**src/rtl/scp_pkg.sv**
```systemverilog
// -----------------------------------------------------------------------------
// scp_pkg
//   Shared types and constants for the SCP instruction fetch stage.
//   - state_e    : fetch/sequencing FSM states
//   - OPC_*      : opcode field position inside the 32-bit instruction word
//   - INSTR_W    : instruction word width
//   - CNT_W      : width of the retired-instruction counter
//   - sat_inc()  : saturating increment for the retired-instruction counter
// -----------------------------------------------------------------------------
package scp_pkg;

    typedef enum logic [1:0] {
        FETCH = 2'd0,
        EXEC  = 2'd1,
        HALT  = 2'd2
    } state_e;

    localparam int OPC_W   = 3;
    localparam int OPC_MSB = 31;
    localparam int OPC_LSB = 29;
    localparam int INSTR_W = 32;

    localparam int                CNT_W   = 16;
    localparam logic [CNT_W-1:0]  CNT_MAX = '1;

    // Counter sticks at all-ones instead of wrapping back to zero.
    function automatic logic [CNT_W-1:0] sat_inc(input logic [CNT_W-1:0] value);
        return (value == CNT_MAX) ? value : value + CNT_W'(1);
    endfunction

endpackage : scp_pkg

```
**src/rtl/scp_fetch_unit_if.sv**
```systemverilog
// -----------------------------------------------------------------------------
// scp_fetch_unit_if
//   Instruction memory read port (request/acknowledge).
//   - mem_req   : read request, held until acknowledged
//   - mem_addr  : fetch address (program counter)
//   - mem_ack   : read data valid this cycle
//   - mem_rdata : 32-bit instruction word
//   Modports: master = fetch unit side, slave = memory side.
// -----------------------------------------------------------------------------
interface scp_fetch_unit_if #(
    parameter int ADDR_W = 8
);
    import scp_pkg::*;

    logic                mem_req;
    logic [ADDR_W-1:0]   mem_addr;
    logic                mem_ack;
    logic [INSTR_W-1:0]  mem_rdata;

    modport master (
        output mem_req,
        output mem_addr,
        input  mem_ack,
        input  mem_rdata
    );

    modport slave (
        input  mem_req,
        input  mem_addr,
        output mem_ack,
        output mem_rdata
    );

endinterface : scp_fetch_unit_if

```
**src/rtl/scp_fetch_watchdog.sv**
```systemverilog
// -----------------------------------------------------------------------------
// scp_fetch_watchdog
//   Counts cycles spent waiting for a memory acknowledge and raises a
//   one-cycle timeout when the wait reaches MAX_WAIT cycles.
//   Ports:
//   - clk     : clock, rising edge
//   - reset   : synchronous active-high reset
//   - clear   : zero the count (takes priority over enable)
//   - enable  : a waiting cycle with no acknowledge; counts it
//   - timeout : high in the MAX_WAIT-th consecutive enabled cycle
//   Parameter MAX_WAIT: 1..255.
// -----------------------------------------------------------------------------
module scp_fetch_watchdog #(
    parameter int MAX_WAIT = 16
) (
    input  logic clk,
    input  logic reset,
    input  logic clear,
    input  logic enable,
    output logic timeout
);

    localparam int              WD_W     = 8;
    localparam logic [WD_W-1:0] WAIT_LST = WD_W'(MAX_WAIT - 1);

    logic [WD_W-1:0] count_q;
    logic [WD_W-1:0] count_d;

    always_comb begin
        // NOTE: every variable gets its default first so no path leaves it unassigned and no latch is inferred.
        count_d = count_q;
        timeout = 1'b0;
        if (clear) begin
            count_d = '0;
        end else if (enable) begin
            // The count equals the number of waiting cycles already elapsed,
            // so the cycle that finds MAX_WAIT-1 is the MAX_WAIT-th one.
            timeout = (count_q == WAIT_LST);
            count_d = count_q + WD_W'(1);
        end
    end

    always_ff @(posedge clk) begin
        // NOTE: state is updated with non-blocking assignments so all flops sample pre-edge values together.
        if (reset) begin
            count_q <= '0;
        end else begin
            count_q <= count_d;
        end
    end

endmodule : scp_fetch_watchdog

```
**src/rtl/scp_fetch_unit.sv**
```systemverilog
// -----------------------------------------------------------------------------
// scp_fetch_unit
//   Instruction fetch and sequencing stage of the single-cycle accumulator
//   processor. Owns the PC, fetches instruction words over a req/ack port,
//   holds them in the IR for the controller/datapath and advances, jumps or
//   halts once the datapath reports completion.
//   Ports:
//   - clk, reset   : clock and synchronous active-high reset
//   - mem          : instruction memory port (master side)
//   - opCode       : IR[31:29], to the controller
//   - operand      : IR[ADDR_W-1:0], memory/IO address or jump target
//   - ir_valid     : IR holds the instruction being executed
//   - exec_done    : datapath finished the current instruction
//   - jump_req     : with exec_done, next PC = operand
//   - halt_req     : with exec_done, stop after this instruction
//   - halted       : unit is halted (leave only via reset)
//   - fetch_err    : sticky, set when a fetch is not acknowledged in time
//   - instr_count  : retired instructions, saturating
// -----------------------------------------------------------------------------
module scp_fetch_unit
    import scp_pkg::*;
#(
    parameter int ADDR_W   = 8,
    parameter int RESET_PC = 0,
    parameter int MAX_WAIT = 16
) (
    input  logic                 clk,
    input  logic                 reset,
    scp_fetch_unit_if.master     mem,
    output logic [OPC_W-1:0]     opCode,
    output logic [ADDR_W-1:0]    operand,
    output logic                 ir_valid,
    input  logic                 exec_done,
    input  logic                 jump_req,
    input  logic                 halt_req,
    output logic                 halted,
    output logic                 fetch_err,
    output logic [CNT_W-1:0]     instr_count
);

    localparam logic [ADDR_W-1:0] RESET_PC_V = ADDR_W'(RESET_PC);

    state_e               state_q,     state_d;
    logic [ADDR_W-1:0]    pc_q,        pc_d;
    logic [INSTR_W-1:0]   ir_q,        ir_d;
    logic [CNT_W-1:0]     count_q,     count_d;
    logic                 fetch_err_q, fetch_err_d;
    logic                 mem_req_q,   mem_req_d;
    logic                 ir_valid_q,  ir_valid_d;
    logic                 halted_q,    halted_d;

    logic                 fetch_active;
    logic                 wd_clear;
    logic                 wd_enable;
    logic                 wd_timeout;
    logic                 unused_ir_bits;

    // The request is registered, so the first cycle out of reset sits in
    // FETCH with mem_req still low. Only cycles that actually present a
    // request may accept an acknowledge or count towards the timeout.
    assign fetch_active = (state_q == FETCH) && mem_req_q;

    // Cleared whenever no request is outstanding, so each FETCH entry
    // starts the wait from zero.
    assign wd_clear  = !fetch_active;
    assign wd_enable = fetch_active && !mem.mem_ack;

    scp_fetch_watchdog #(
        .MAX_WAIT (MAX_WAIT)
    ) u_watchdog (
        .clk     (clk),
        .reset   (reset),
        .clear   (wd_clear),
        .enable  (wd_enable),
        .timeout (wd_timeout)
    );

    // -------------------------------------------------------------------------
    // Next-state and next-output logic
    // -------------------------------------------------------------------------
    always_comb begin
        state_d     = state_q;
        pc_d        = pc_q;
        ir_d        = ir_q;
        count_d     = count_q;
        fetch_err_d = fetch_err_q;

        unique case (state_q)
            FETCH: begin
                // An acknowledge wins over a timeout in the same cycle.
                if (fetch_active) begin
                    if (mem.mem_ack) begin
                        ir_d    = mem.mem_rdata;
                        state_d = EXEC;
                    end else if (wd_timeout) begin
                        fetch_err_d = 1'b1;
                        state_d     = HALT;
                    end
                end
            end

            EXEC: begin
                if (exec_done) begin
                    count_d = sat_inc(count_q);
                    // Halt wins over jump; a halted PC keeps pointing at the
                    // instruction that requested the halt.
                    if (halt_req) begin
                        state_d = HALT;
                    end else if (jump_req) begin
                        pc_d    = ir_q[ADDR_W-1:0];
                        state_d = FETCH;
                    end else begin
                        pc_d    = pc_q + ADDR_W'(1);
                        state_d = FETCH;
                    end
                end
            end

            HALT: begin
                state_d = HALT;
            end

            default: begin
                state_d = FETCH;
            end
        endcase

        // Control outputs are registered from the next state so every
        // output is a clean flop and matches the state it describes.
        mem_req_d  = (state_d == FETCH);
        ir_valid_d = (state_d == EXEC);
        halted_d   = (state_d == HALT);
    end

    // -------------------------------------------------------------------------
    // State and output registers
    // -------------------------------------------------------------------------
    always_ff @(posedge clk) begin
        if (reset) begin
            state_q     <= FETCH;
            pc_q        <= RESET_PC_V;
            ir_q        <= '0;
            count_q     <= '0;
            fetch_err_q <= 1'b0;
            mem_req_q   <= 1'b0;
            ir_valid_q  <= 1'b0;
            halted_q    <= 1'b0;
        end else begin
            state_q     <= state_d;
            pc_q        <= pc_d;
            ir_q        <= ir_d;
            count_q     <= count_d;
            fetch_err_q <= fetch_err_d;
            mem_req_q   <= mem_req_d;
            ir_valid_q  <= ir_valid_d;
            halted_q    <= halted_d;
        end
    end

    // -------------------------------------------------------------------------
    // Outputs
    // -------------------------------------------------------------------------
    assign mem.mem_req  = mem_req_q;
    assign mem.mem_addr = pc_q;

    // opCode/operand come straight from the IR, so they only move on an IR
    // load and stay stable for the whole EXEC phase.
    assign opCode      = ir_q[OPC_MSB:OPC_LSB];
    assign operand     = ir_q[ADDR_W-1:0];
    assign ir_valid    = ir_valid_q;
    assign halted      = halted_q;
    assign fetch_err   = fetch_err_q;
    assign instr_count = count_q;

    // The middle instruction bits are held in the IR as part of the fetched
    // word but are not decoded by this stage.
    assign unused_ir_bits = ^ir_q[OPC_LSB-1:ADDR_W];

endmodule : scp_fetch_unit

```
**src/flat_wrapper.sv**
```systemverilog
// flat-port wrapper written by rule: the top's interface ports become plain ports
module scp_fetch_unit_flat import scp_pkg::*;
#(
    parameter int ADDR_W   = 8,
    parameter int RESET_PC = 0,
    parameter int MAX_WAIT = 16
)
  (clk, reset, opCode, operand, ir_valid, exec_done, jump_req, halt_req, halted, fetch_err, instr_count, mem_mem_req, mem_mem_addr, mem_mem_ack, mem_mem_rdata);
  scp_fetch_unit_if #(.ADDR_W(ADDR_W)) mem_i ();
  input  logic clk;
  input  logic reset;
  output logic [OPC_W-1:0] opCode;
  output logic [ADDR_W-1:0] operand;
  output logic ir_valid;
  input  logic exec_done;
  input  logic jump_req;
  input  logic halt_req;
  output logic halted;
  output logic fetch_err;
  output logic [CNT_W-1:0] instr_count;
  output wire logic [$bits(mem_i.mem_req)-1:0] mem_mem_req;
  output wire logic [$bits(mem_i.mem_addr)-1:0] mem_mem_addr;
  input wire logic [$bits(mem_i.mem_ack)-1:0] mem_mem_ack;
  input wire logic [$bits(mem_i.mem_rdata)-1:0] mem_mem_rdata;
  assign mem_mem_req = mem_i.mem_req;
  assign mem_mem_addr = mem_i.mem_addr;
  assign mem_i.mem_ack = mem_mem_ack;
  assign mem_i.mem_rdata = mem_mem_rdata;
  scp_fetch_unit #(.ADDR_W(ADDR_W), .RESET_PC(RESET_PC), .MAX_WAIT(MAX_WAIT)) u_core (.clk(clk), .reset(reset), .mem(mem_i), .opCode(opCode), .operand(operand), .ir_valid(ir_valid), .exec_done(exec_done), .jump_req(jump_req), .halt_req(halt_req), .halted(halted), .fetch_err(fetch_err), .instr_count(instr_count));
endmodule
```
**config.mk**
```make
export PLATFORM = sky130hd
export DESIGN_NAME = scp_fetch_unit_flat
export DESIGN_NICKNAME = d
export VERILOG_FILES = /design/src/rtl/scp_pkg.sv /design/src/rtl/scp_fetch_unit_if.sv /design/src/rtl/scp_fetch_watchdog.sv /design/src/rtl/scp_fetch_unit.sv /design/src/flat_wrapper.sv
export SDC_FILE = /design/constraint.sdc
export NUM_CORES = 1
export LEC_CHECK = 0
export ABC_CLOCK_PERIOD_IN_PS = 2000
export CAP_MARGIN = 20
export CORE_ASPECT_RATIO = 1.5
export CORE_MARGIN = 2
export CORE_UTILIZATION = 45
export DETAILED_ROUTE_END_ITERATION = 8
export PLACE_DENSITY_LB_ADDON = 0.1
export SYNTH_ARGS = -nofsm -noshare
export SYNTH_HDL_FRONTEND = slang
export SYNTH_SLANG_ARGS = --single-unit
```
**constraint.sdc**
```tcl
create_clock -name clk -period 2 [get_ports clk]
set_input_delay 0.3 -clock clk [delete_from_list [all_inputs] [get_ports clk]]
set_output_delay 0.3 -clock clk [all_outputs]
set_load 0.02 [all_outputs]
```
[Yosys cells after proc, flatten, opt, wreduce, memory -nomap -nowiden]
Cells that the tools add are included.
Word-level totals
  bits of input ports: 38
  flip-flop bits (word level): 70
  output and inout bits: 39
  logic and storage cells: 41
Cells by class
  reduce and logical (&&, ||, !) cells: 10
  bitwise gates (word level): 4
  equality and inequality tests: 6
  add/sub/neg operators: 3
  muxes and demuxes: 9
Operator list (count)
  adder 16 x 1 -> 16 bit, second input constant: 1
  adder 8 x 1 -> 8 bit, second input constant: 2
  equality test 16 bit, second input constant: 1
  2-to-1 mux 2 bit: 5
  AND reduction 3 bit: 3
  equality test 8 x 4 -> 1 bit, second input constant: 1
  2-to-1 mux 8 bit: 1
  case mux 2 bit (3 select lines): 1
  equality test 2 x 1 -> 1 bit, second input constant: 2
  equality test 2 bit, second input constant: 2
  logical NOT 2 bit: 2
  inverter 1 bit: 4
  AND reduction 4 bit: 1
  logical AND 1 bit: 2
  2-to-1 mux 1 bit: 2
  OR reduction 2 bit: 1
  logical NOT 1 bit: 1

[Longest topological paths before layout]
  word-level depth: 10
  mapped depth: 6
  mapped depth without buffers: 5

[Modules after synthesis]
Synthesis repeated with hierarchy kept, for this count alone.
Second synthesis, totals
  cell total of the unflattened synthesis: 265
  area, all modules: 2260.9 µm²
By module, submodules not included
  scp_fetch_unit: area an instance 1899.3 µm², times used 1, seq. area each 820.8 µm², cells each 225
  scp_fetch_watchdog: area an instance 361.6 µm², times used 1, seq. area each 160.2 µm², cells each 40

[Least setup slack after synthesis]
OpenSTA, ideal clock, no wires.
  path kind: reg2reg
  start point: reg u_core.count_q[0] (netlist: u_core.instr_count[0])
  end point: reg u_core.count_q[10] (netlist: u_core.instr_count[10])
  cell stages (with the launch flop): 7
  path slack: 0.076 ns
  setup time: 0.071 ns
  arrival time: 1.854 ns
  clock period less this slack: 1.924 ns
  data required time: 1.929 ns
  path buffers: 1
  cells stage by stage: dfxtp_1 ha_1 nand2_1 or3_1 buf_2 or4_1 a21oi_1
Between the ends
  cells in the longest elaborated chain, start to end: 3
  elaborated cells between the ends (all ways): 4
  classes of those cells: add/sub: 1; eq/ne: 1; bitwise: 1; reduce/logical: 1
Ends and longest elaborated chain
  from (decl): RTL line scp_fetch_unit.sv:46  | logic [CNT_W-1:0] count_q, count_d;
  from (signal assigned): RTL line scp_fetch_unit.sv:152  | count_q <= count_d;
  parallel branches: the longest is 3 deep, another holds adder 16 x 1 -> 16 bit
Several ways; the timed one is not identified.
A chain may end at the register's enable or synchronous reset.

[Worst setup path after layout]
  start point: reg u_core.count_q[1] (netlist: u_core.instr_count[1])
  end point: reg u_core.count_q[8] (netlist: u_core.instr_count[8])
The elaborated chain is that of the path after synthesis.

==> reports/results.md <==
| Step | Metric | Value |
|---|---|---|
| setup path | Critical path fanouts, max | 4 |
| outcome | Run status | finished, final reports clean |
| setup path | Kind of cell adding the most delay to the critical path | simple AND/OR/NAND/NOR gates |
| min path | Hold path startpoint | u_core.ir_q[30] |
| die | Standard cell core area | 4850 µm² |
| global route | Total global routing overflow | 0 |
| drt | DRC Markers | 0 |
| place | Total of buffers placed on input and output ports | 55 |
| pwr | Pwr/cell area | 593 nW/µm² |
| logic synthesis | Post-synth EDFFs | 0 |
| min path | Cell depth of the worst min-delay path | 2 |
| die | Die ar. | 5630 µm² |
| setup path | Type of element capturing the critical path | flop |
| sta | Final setup margin | 173 ps |
| clocking | Worst-case clock buffer depth | 2 |
| final layout | Post-layout util | 63.1% |
| sta | Final period utilization | 91.4% |
| drt | Vias after detailed routing | 2,214 |
| setup path | Cell at the slowest stage of the critical path | sky130_fd_sc_hd__or4_1 |
| die | Boundary Pins | 77 |
| clocking | Number of setup buffers added after CTS | 0 |
| final layout | Number of antenna repair diodes | 0 |
| die | Die Wd | 61.9 µm |
| place | Half-perimeter wire length of the detailed placement result | 3.86 mm |
| global route | Vias in the first global route | 1,986 |
| clocking | CTS Buf Count | 5 |
| min path | Tightest Hold Check Type | reg -> reg |
| pwr | Leakage | 1.02 nW |
| logic synthesis | Register area share after synthesis | 43.3% |
| sta | Post-layout minimum cycle time | 1830 ps |
| clocking | TritonCTS clock tree | built |
| sta | Worst setup skew after layout | 9.21 ps |
| logic synthesis | Post-synthesis net count | 313 |
| sta | Pin slew with the least headroom to its limit | 421 ps |
| die | Die height | 90.9 µm |
| clocking | Insertion delay of the later-clocked pin in the worst-skew pair | 300 ps |
| setup path | Buffer and inverter count on the worst path | 0 |
| global route | Overall track demand over capacity in global routing | 19.5% |
| clocking | TritonCTS Sinks | 49 |
| flow run | Max-cap violation count | 0 |
| logic synthesis | Mean area per synthesized cell | 8.33 µm² |
| sta | Final number of setup-violating endpoints | 0 |
| logic synthesis | Count of synthesis-stage warnings from yosys | 0 |
| logic synthesis | Synthesized instance count | 272 |
| drt | Detailed Route Iter0 Violations | 123 |
| sta | Final Hold Violating Endpoints | 0 |
| setup path | Required time reported for the critical path endpoint | 2240 ps |
| setup path | CP peak stage delay | 520 ps |
| min path | End point of the worst hold path | u_core.ir_q[30] |
| clocking | Cells resized by post-CTS repair | 0 |
| clocking | Clock transition at the register clock pins on the worst setup and hold paths after CTS | 90 ps |
| drt | Routed via count divided by cell count | 5.49 |
| logic synthesis | Post-synthesis cell type count | 46 |
| die | Initial Util | 46.7% |
| global route | Global-route wire length before repair | 8.62 mm |
| final layout | Synth-to-layout area growth | 35.1% |
| final layout | Proportion of layout cells with a drive suffix above 1 | 10.1% |
| setup path | Cell-by-cell listing of the critical path | ha_2 > nand2_1 > or3_1 > or4_1 > a21oi_1 |
| final layout | Net count, final | 377 |
| logic synthesis | Synthesized flop and latch total | 49 |
| setup path | Crit path arrival time | 2070 ps |
| setup path | Reg-to-reg setup timing slack | 170 ps |
| sta | Final slew viol count | 0 |
| drt | Total routed wirelength | 5.22 mm |
| setup path | Worst Reg2Reg Path Length in Cells | 5 |
| drt | Final routed wire length divided by cell count | 13.0 µm |
| setup path | Endpoint of the worst-slack reg-to-reg timing path | u_core.instr_count[8] |
| setup path | Launch point of the worst reg-to-reg path | u_core.instr_count[1] |
| global route | Pin count of the biggest net entering global routing | 31 |
| logic synthesis | Share of flip-flops with an asynchronous set or reset | 0% |
| logic synthesis | Most used DFF post-synth | sky130_fd_sc_hd__dfxtp_1 |
| pwr | Worst voltage drop across the vdd grid | 0.480 mV |
| global route | Initial antenna violation count | 0 |
| place | GPL Wtd Cong | 0.792 |
| sta | RSZ-0062 raised after global routing | no |
| drt | Antenna violation net count after detailed routing | 0 |
| drt | Number of iterations in the first detailed-routing pass | 4 |
| sta | Slew Limit Headroom | 71.9% |
| setup path | Critical path start-end classification | reg -> reg |
| sta | Setup TNS | 0 ps |
| logic synthesis | Summed instance area of the synthesized netlist | 2270 µm² |
| place | Pre-CTS worst setup slack | -102 ps |
| clocking | Root buffer cell | sky130_fd_sc_hd__clkbuf_8 |
| clocking | Cts-stage hold buffer count | 0 |
| setup path | Setup crit start kind | flop |
| sta | Maximum achievable frequency | 547 MHz |
| die | Number of placement rows | 31 |
| clocking | # H-tree levels | 2 |
-- cell type report --
class,instances,area (µm²)
timing repair buffer,70,663
inverter,2,7.51
clock inverter,2,13.8
tap,66,82.6
clock buffer,6,82.6
multi-input combinational,208,1230
sequential,49,982
fill,441,1790
-- registers in the layout, indices dropped and copies added, names as in the netlist --
name,cells
u_core.ir_valid,1
u_core.u_watchdog.count_q,8
u_core.state_q,2
u_core.ir_q,11
u_core.mem.mem_req,1
u_core.mem.mem_addr,8
u_core.instr_count,16
u_core.halted,1
u_core.fetch_err,1
-- cells in the final DEF, fill, tap and decap left out, drive strengths merged, types with 3 or more instances in the layout --
master and instances:
clkdlybuf4s50 55, dfxtp 49, nand2 42, a21oi 31, nor2 18, buf 15
nand3 12, o21ai 11, nor3 10, o31ai 9, or3 7, or4 6
clkbuf 6, and3 5, nor2b 5, mux2i 4, nor3b 4, nand4 3
nand2b 3, xnor2 3, xor2 3, nor4 3, ha 3
-- kinds of logic (layout without fill, tap and decap cells) --
kind of cell | count (synthesis) | in the layout | synth area share [%]
buffers and inverters | 15 | 80 | 2.54
AOI/OAI and AO/OA | 63 | 63 | 16.5
adders and majority gates | 3 | 3 | 1.66
and+or+nand+nor | 130 | 130 | 30.9
xor gates and xnor gates | 6 | 6 | 2.32
DFF | 49 | 49 | 43.3
muxes | 6 | 6 | 2.76
-- layer usage --
| layer | wire length [µm] | share of wire (%) | vias up | global-route usage [%] |
|---|---|---|---|---|
| li1 | - | - | 1118 | - |
| met1 | 2280 | 44 | 1062 | 23.0 |
| met2 | 2760 | 53 | 32 | 33.0 |
| met3 | 152 | 2.9 | 2 | 4.44 |
| met4 | 27 | 0.52 | 0 | 6.56 |
| met5 | 0 | 0 | - | 0 |
-- worst register-to-register path: cells and delay by family, from the launching register on --
family | cells | cell delay, ps
AOI/OAI and AO/OA | 1 | 150
and+or+nand+nor | 3 | 1010
DFF | 1 | 380
adders and majority gates | 1 | 240
-- how the worst max path moves through the flow --
stage,start,endpoint,slack (ps),cells after the start
after floorplan,u_core.instr_count[0],u_core.instr_count[10],80,6
after global placement,exec_done,u_core.instr_count[10],-80,5
after detailed placement,exec_done,u_core.instr_count[10],-100,5
after CTS,u_core.instr_count[0],u_core.instr_count[10],140,5
after global routing,u_core.instr_count[1],u_core.instr_count[8],10,5
final,u_core.instr_count[1],u_core.instr_count[8],170,5
-- Yosys cell counts (2+ instances only) --
master / number / area, µm²
sky130_fd_sc_hd__o31ai_1: 9 / 67.6
sky130_fd_sc_hd__nor2_1: 18 / 67.6
sky130_fd_sc_hd__or4_1: 6 / 45.0
sky130_fd_sc_hd__nand4_1: 3 / 18.8
sky130_fd_sc_hd__a22oi_1: 2 / 15.0
sky130_fd_sc_hd__o21ai_0: 11 / 55.1
sky130_fd_sc_hd__a31oi_1: 2 / 12.5
sky130_fd_sc_hd__dfxtp_1: 49 / 981
sky130_fd_sc_hd__o41ai_1: 2 / 17.5
sky130_fd_sc_hd__or3_1: 6 / 37.5
sky130_fd_sc_hd__clkbuf_1: 11 / 41.3
sky130_fd_sc_hd__nor3_1: 10 / 50.1
sky130_fd_sc_hd__nor3b_1: 4 / 30.0
sky130_fd_sc_hd__nor2b_1: 5 / 31.3
sky130_fd_sc_hd__nand4b_1: 2 / 17.5
sky130_fd_sc_hd__inv_1: 2 / 7.51
sky130_fd_sc_hd__ha_1: 3 / 37.5
sky130_fd_sc_hd__nor4_1: 2 / 12.5
sky130_fd_sc_hd__nand3_1: 12 / 60.1
sky130_fd_sc_hd__and4_1: 2 / 17.5
sky130_fd_sc_hd__and3_1: 5 / 31.3
sky130_fd_sc_hd__xor2_1: 3 / 26.3
sky130_fd_sc_hd__mux2i_1: 4 / 40.0
sky130_fd_sc_hd__xnor2_1: 3 / 26.3
sky130_fd_sc_hd__mux2_2: 2 / 22.5
sky130_fd_sc_hd__nand2b_1: 3 / 18.8
sky130_fd_sc_hd__nand2_1: 42 / 158
sky130_fd_sc_hd__a21oi_1: 31 / 155
-- stage by stage --
stage	total power (W)	instance area, µm²	instances	hold slack [ps]
global route	0.00190	3060	403	485
global placement	0.00123	2960	395	442
finish	0.00181	3060	403	458
detailed placement	0.00123	2960	395	451
CTS	0.00184	3060	403	464
floorplan	0.00114	2270	272	436
-- power breakdown --
group | internal, W | switching (W)
Sequential | 0.000996 | 0.0000177
Clock | 0.000281 | 0.000326
Combinational | 0.0000960 | 0.0000986
Total | 0.00137 | 0.000442
(Power assumes the default switching activity.)
